**src/rtl/fp_nr_mul_pipe.sv**
```systemverilog
// Last Newton-Raphson stage for inverse square root: y_next = corr * y (float31, implicit positive sign).
// Three registered stages (unpack, multiply, normalize/round/pack); x/2 rides alongside for the next iteration.
module fp_nr_mul_pipe #(
    parameter int EXP_BIAS       = 127,
    parameter bit ZERO_ON_DENORM = 1'b1
) (
    input  logic        clk,
    input  logic        rst_n,
    input  logic        valid,
    input  logic [30:0] corr_in,
    input  logic [30:0] y_in,
    input  logic [30:0] xh_in,
    output logic [30:0] float_out,
    output logic [30:0] float_out_delay,
    output logic        ready
);

    // Stage 1 registers
    logic               r_v1;
    logic [23:0]        r_mc1;
    logic [23:0]        r_my1;
    logic signed [9:0]  r_e1;
    logic               r_z1;
    logic [30:0]        r_xh1;

    // Stage 2 registers (only product bits from the guard position upward are kept)
    logic               r_v2;
    logic [25:0]        r_p2;
    logic signed [9:0]  r_e2;
    logic               r_z2;
    logic [30:0]        r_xh2;

    // Stage 3 / output registers
    logic               r_ready;
    logic [30:0]        r_float_out;
    logic [30:0]        r_float_out_delay;

    logic signed [9:0]  w_e1;
    logic               w_z1;
    logic [25:0]        w_p_hi;
    logic               w_hi;
    logic [22:0]        w_f_pre;
    logic               w_guard;
    logic [23:0]        w_rnd;
    logic signed [9:0]  w_e3;
    logic [22:0]        w_f3;
    logic [30:0]        w_packed;

    // Clamp to zero / infinity or pack exponent and fraction.
    function automatic logic [30:0] pack_result(input logic z, input logic signed [9:0] e,
                                                input logic [22:0] f);
        logic [30:0] res;
        if (z || (e <= 10'sd0)) begin
            res = 31'h00000000;
        end else if (e >= 10'sd255) begin
            res = 31'h7F800000;
        end else begin
            res = {e[7:0], f};
        end
        return res;
    endfunction

    assign w_e1 = 10'({2'b00, corr_in[30:23]} + {2'b00, y_in[30:23]} - 10'(EXP_BIAS));
    assign w_z1 = ZERO_ON_DENORM & ((corr_in[30:23] == 8'd0) | (y_in[30:23] == 8'd0));

    // Bits below p[22] never influence round-half-up, so they are dropped here.
    assign w_p_hi = 26'((48'(r_mc1) * 48'(r_my1)) >> 22);

    // Normalize, round half-up and handle the rounding carry-out.
    always_comb begin
        w_hi    = r_p2[25];
        w_f_pre = 23'd0;
        w_guard = 1'b0;
        w_e3    = r_e2;
        w_f3    = 23'd0;
        if (w_hi) begin
            w_f_pre = r_p2[24:2];
            w_guard = r_p2[1];
            w_e3    = r_e2 + 10'sd1;
        end else begin
            w_f_pre = r_p2[23:1];
            w_guard = r_p2[0];
            w_e3    = r_e2;
        end
        w_rnd = {1'b0, w_f_pre} + {23'd0, w_guard};
        if (w_rnd[23]) begin
            w_f3 = 23'd0;
            w_e3 = w_e3 + 10'sd1;
        end else begin
            w_f3 = w_rnd[22:0];
        end
        w_packed = pack_result(r_z2, w_e3, w_f3);
    end

    // Valid chain: shifts every cycle, cleared by reset.
    always_ff @(posedge clk) begin
        if (!rst_n) begin
            r_v1    <= 1'b0;
            r_v2    <= 1'b0;
            r_ready <= 1'b0;
        end else begin
            r_v1    <= valid;
            r_v2    <= r_v1;
            r_ready <= r_v2;
        end
    end

    // Stage 1: unpack operands; holds when no operand arrives.
    always_ff @(posedge clk) begin
        if (!rst_n) begin
            r_mc1 <= 24'd0;
            r_my1 <= 24'd0;
            r_e1  <= 10'sd0;
            r_z1  <= 1'b0;
            r_xh1 <= 31'd0;
        end else if (valid) begin
            r_mc1 <= {1'b1, corr_in[22:0]};
            r_my1 <= {1'b1, y_in[22:0]};
            r_e1  <= w_e1;
            r_z1  <= w_z1;
            r_xh1 <= xh_in;
        end else begin
            r_mc1 <= r_mc1;
            r_my1 <= r_my1;
            r_e1  <= r_e1;
            r_z1  <= r_z1;
            r_xh1 <= r_xh1;
        end
    end

    // Stage 2: mantissa product.
    always_ff @(posedge clk) begin
        if (!rst_n) begin
            r_p2  <= 26'd0;
            r_e2  <= 10'sd0;
            r_z2  <= 1'b0;
            r_xh2 <= 31'd0;
        end else if (r_v1) begin
            r_p2  <= w_p_hi;
            r_e2  <= r_e1;
            r_z2  <= r_z1;
            r_xh2 <= r_xh1;
        end else begin
            r_p2  <= r_p2;
            r_e2  <= r_e2;
            r_z2  <= r_z2;
            r_xh2 <= r_xh2;
        end
    end

    // Stage 3: outputs hold their last result between ready pulses.
    always_ff @(posedge clk) begin
        if (!rst_n) begin
            r_float_out       <= 31'd0;
            r_float_out_delay <= 31'd0;
        end else if (r_v2) begin
            r_float_out       <= w_packed;
            r_float_out_delay <= r_xh2;
        end else begin
            r_float_out       <= r_float_out;
            r_float_out_delay <= r_float_out_delay;
        end
    end

    assign float_out       = r_float_out;
    assign float_out_delay = r_float_out_delay;
    assign ready           = r_ready;

endmodule

```
**config.mk**
```make
export PLATFORM = sky130hd
export DESIGN_NAME = fp_nr_mul_pipe
export DESIGN_NICKNAME = d
export VERILOG_FILES = /design/src/rtl/fp_nr_mul_pipe.sv
export SDC_FILE = /design/constraint.sdc
export NUM_CORES = 2
export LEC_CHECK = 0
export CAP_MARGIN = 10
export CORE_UTILIZATION = 68
export CTS_BUF_LIST = sky130_fd_sc_hd__clkbuf_4 sky130_fd_sc_hd__clkbuf_8 sky130_fd_sc_hd__clkbuf_16
export DETAILED_ROUTE_END_ITERATION = 6
export PLACE_DENSITY = 0.9
export SLEW_MARGIN = 20
export SYNTH_ARGS = -nofsm -noshare
export SYNTH_HDL_FRONTEND = slang
export SYNTH_SLANG_ARGS = --single-unit
```
**constraint.sdc**
```tcl
create_clock -name clk -period 10.8 [get_ports clk]
set_input_delay 2.16 -clock clk [delete_from_list [all_inputs] [get_ports clk]]
set_output_delay 2.16 -clock clk [all_outputs]
set_load 0.05 [all_outputs]
```
Word-level counts from Yosys, hierarchy flattened
Index checks and enable logic that the tools add are counted.

storage, ports and cells
  flip-flop bits (word level) = 223
  input port bits = 96

cells by class
  add/sub/neg operators = 5
  multiply operators = 1
  order comparisons = 2
  multiplexer cells = 7
  bitwise logic cells = 1
  reductions and logical operators = 3

operators by type and width
  operator               number
  $mux 31                2
  $mul 24x24->48         1
  $mux 23                2
  $add 23x1->24          1
  $add 10x2->10 const B  2
  $mux 10                2
  $logic_not 8->1        2
  $ge 10x9->1 const B    1
  $le 10x1->1 const B    1
  $sub 9x7->10 const B   1
  $add 8x8->9            1
  $logic_or 1x1->1       1
  $mux 1                 1
  $or 1x1->1             1

Longest topological paths before layout
  depth after elaboration = 7
  depth in mapped cells = 26
  mapped depth without buffers = 25

Worst setup path after synthesis
Ideal clock, no wire load.

  path kind = register to register
  start = register r_mc1[23]
  end = register r_p2[23]
  setup time = 117 ps
  arrival time = 6664 ps
  slack = 4019 ps
  stages on the path, launching flop included = 24
  path buffers = 2
  period minus slack after synthesis = 6781 ps
  cell sequence = dfxtp_1 -> clkbuf_1 -> clkbuf_1 -> and2_1 -> fa_1 -> fa_1 -> inv_1 -> fa_1 -> fa_1 -> inv_1 -> fa_1 -> fa_1 -> inv_1 -> fa_1 -> inv_1 -> ha_1 -> a21oi_1 -> o21ai_0 -> or2_2 -> o22a_1 -> a31oi_1 -> o21ai_0 -> a211o_1 -> a32o_1

on the way
  word-level cells in the longest chain between the ends = 1

ends and longest elaborated chain
  what                    RTL line  RTL
  from (decl)             20        logic [23:0] r_mc1;
  from (signal assigned)  117       r_mc1 <= {1'b1, corr_in[22:0]};
  from (signal assigned)  123       r_mc1 <= r_mc1;
  $mul 24x24->48          67        assign w_p_hi = 26'((48'(r_mc1) * 48'(r_my1)) >> 22);
  to (signal assigned)    139       r_p2 <= w_p_hi;
  to (signal assigned)    144       r_p2 <= r_p2;
  to (decl)               28        logic [25:0] r_p2;

No other way between the ends.
A chain may end at the register's enable or synchronous reset.

Final worst setup path
  start = register r_mc1[17]
  end = register r_p2[17]

Same word-level chain as after synthesis.

==> impl_metrics.ini <==
[clock_tree]
clk_pin_slew_ns = 0.06
cts_buffer_depth = 3
clock_latency_ns = 0.57
clock-sinks = 222
cts_made_buffers = 26
cts_tree = yes
holdBufCountCts = 0
cts_max_level = 1
cts_resized = 0
cts-root-buf = clkbuf_16
post_cts_buffers = 0

[sta]
rsz0062_at_grt = no
skew_ns = 0.0220
tightestPinTransition_ns = 1.21
max_freq_mhz = 125
final.setup.tns_ns = 0
slew_violations = 0
setup_viol = 0
period_minus_slack_ns = 7.97
report.final.hold_viol_count = 0
final.period_utilization = 0.738
relSlewSlack = 0.191

[yosys]
synth_cell_types = 75
synthesis.nets = 3893
ys_ff_latch = 222
syn_area_per_cell_um2 = 9.18
yosys.area.top_type = fa_1
yosysWarnings = 0
synthFlopType = dfxtp_1
synth_async_sr_flop_share = 0
yosys-top-cells-count = inv_1 (553), fa_1 (482), nand2_1 (372)
synthCells = 3126
ys_seq_area_frac = 0.155
synth_edf_count = 0
yosys-top-cells-area = fa_1 (34%), dfxtp_1 (15%), ha_1 (8.2%)
syn-cell-area_um2 = 28700
synth_top_area_share = 0.336
synth.most_common_cell = inv_1

[hold_path]
hold_depth = 2
min-delay-start = float_out[27]$_SDFFE_PN0P_
holdPathEnd = float_out[27]$_SDFFE_PN0P_
hold_class = reg -> reg

[floorplanning]
die-width_um = 207
fp-row-count = 74
core_um2 = 41200
die_area_um2 = 43000
ioPinCount = 159
initial_utilization = 0.696
die_y_um = 207

[placed_design]
gp_congestion = 0.931
hpwl_mm = 53.1
portBuffers = 158

[route]
drtIter0Drc = 1313
wl_mm = 72.2
drt_pre_antenna_iters = 7
drt-vias-per-instance = 5.89
vias = 21900
wire_per_inst_um = 19.5
drc = 0
ant_nets = 0

[critical_path]
cp_max_fo = 25
crit_path_start_kind = register
path_cells = nand2_1 -> fa_1 -> inv_1 -> fa_1 -> inv_1 -> fa_1 -> fa_1 -> inv_1 -> fa_1 -> fa_1 -> inv_1 -> fa_1 -> inv_1 -> ha_1 -> nand2_1 -> nor4_1 -> nand2_1 -> a211oi_1 -> o2111ai_1 -> a31oi_1 -> o21a_1 -> mux2_2 -> nand3_1
slowest_delay_ns = 1.10
worstPathArrival_ns = 8.46
r2r_slack_ns = 2.83
critPathMostFrequentCell = fa_1
reg2reg_to = r_p2[17]$_SDFFE_PN0P_
worstRegToRegCells = 23
worstSetupPathType = reg -> reg
r2r-start = r_mc1[17]$_SDFFE_PN0P_
critPathCaptureType = register
slowest_stage = dfxtp_1
cp.required_ns = 11.29

[cells_and_area]
drive_gt1_frac = 0.0343
layout.nets = 3927
final_core_util = 0.760
nFillCells = 2726
syn_to_final_growth_pct = 9.14
antenna_cells = 0

[global_routing]
track_usage = 0.349
overflow = 0
grt_pass1_wl_mm = 121
grt_max_degree = 124
grt_pass1_vias = 24400
antenna_found_initial = 0

[pwr]
p_leak_nw = 14.5
p_per_area_nw_per_um2 = 92.7
peakVddDrop_mv = 0.168

[run]
max_cap_violations = 0

[run_status]
status = completed
[metal layers]
metal  track usage  up-vias  part of all wire
li1              -     9719                 -
met3        0.0607      307             0.078
met2         0.624     1007              0.51
met5             0        -                 0
met4         0.175        0             0.055
met1         0.404    10800              0.36
[report_power, final]
group | leakage, nW | total [mW] | internal [mW] | switching, mW
combinational | 12.2 | 1.01 | 0.433 | 0.577
clock | 0.438 | 0.916 | 0.537 | 0.379
sequential | 1.82 | 0.977 | 0.860 | 0.116
[worst max-delay path: cells and delay by family, from the launching register on]
family | cells | cell delay [ns]
and+or+nand+nor | 5 | 0.97
buffers and inverters | 5 | 0.27
DFF | 1 | 1.10
muxes | 1 | 0.34
AOI/OAI and AO/OA | 4 | 1.26
adders and majority gates | 8 | 3.94
[cell usage in the layout (no fill, tap or decap), drive strengths merged, types with 8 or more instances in the layout]
master / Yosys / routed
inv: 553 / 554
fa: 482 / 482
nand2: 373 / 373
and2: 314 / 314
dfxtp: 222 / 222
ha: 189 / 189
nor2b: 178 / 178
mux2i: 177 / 177
clkdlybuf4s50: 0 / 156
a21oi: 67 / 67
o21ai: 65 / 65
xnor2: 38 / 38
clkbuf: 153 / 31
nor2: 30 / 30
xor2: 22 / 22
nand3: 21 / 21
nand4: 19 / 19
buf: 16 / 19
nor3: 14 / 14
and3: 14 / 14
a21o: 14 / 14
a31oi: 13 / 13
nand2b: 12 / 12
a211oi: 12 / 12
nand3b: 11 / 11
o41ai: 10 / 10
clkinv: 0 / 10
a311oi: 8 / 8
[how the worst max path moves through the flow]
| stage | start | endpoint | slack, ns | depth (start not counted) |
|---|---|---|---|---|
| final | r_mc1[17]$_SDFFE_PN0P_ | r_p2[17]$_SDFFE_PN0P_ | 2.83 | 23 |
| after global routing | r_mc1[17]$_SDFFE_PN0P_ | r_p2[17]$_SDFFE_PN0P_ | 2.50 | 23 |
| after CTS | r_mc1[10]$_SDFFE_PN0P_ | r_p2[17]$_SDFFE_PN0P_ | 2.94 | 23 |
| after detailed placement | r_mc1[10]$_SDFFE_PN0P_ | r_p2[17]$_SDFFE_PN0P_ | 2.96 | 23 |
| after global placement | r_mc1[10]$_SDFFE_PN0P_ | r_p2[17]$_SDFFE_PN0P_ | 3.18 | 23 |
| after floorplan | r_mc1[23]$_SDFFE_PN0P_ | r_p2[23]$_SDFFE_PN0P_ | 4.02 | 23 |
[through the flow]
stage	setup slack (ns)	total power, mW	cells	hold WS (ns)	area [um^2]
4_1_cts	2.94	2.90	3710	0.447	31300
6_report	2.83	2.90	3710	0.444	31300
2_1_floorplan	4.02	1.66	3126	0.466	28700
3_3_place_gp	3.18	1.94	3664	0.438	30400
3_5_place_dp	2.96	1.98	3664	0.438	30400
5_1_grt	2.50	3.07	3710	0.469	31300
[logic make-up after synthesis]
kind of cell / count (synthesis) / synth area share
AOI/OAI and AO/OA: 254 / 0.0610
xor gates and xnor gates: 60 / 0.0188
adders and majority gates: 671 / 0.419
buffers and inverters: 722 / 0.0952
DFF: 222 / 0.155
muxes: 183 / 0.0641
and+or+nand+nor: 1014 / 0.187
[state kept, by name, indices dropped and copies added, names as in the netlist, 10 cells and up]
| name | flops |
|---|---|
| r_xh1 | 31 |
| float_out | 31 |
| r_my1 | 23 |
| r_mc1 | 24 |
| r_p2 | 26 |
| float_out_delay | 31 |
| r_e1 | 10 |
| r_e2 | 10 |
| r_xh2 | 31 |
[cell type report]
class                           instances  area [um^2]  area share
Sequential cell                       222         4470       0.143
Multi-Input combinational cell       2182        21500       0.687
Inverter                              553         2080      0.0663
Timing Repair Buffer                  175         1700      0.0544
Tap cell                              532          666      0.0213
Clock inverter                         15          179     0.00571
Clock buffer                           31          701      0.0224
No activity file was read; power rests on OpenSTA's default activity.
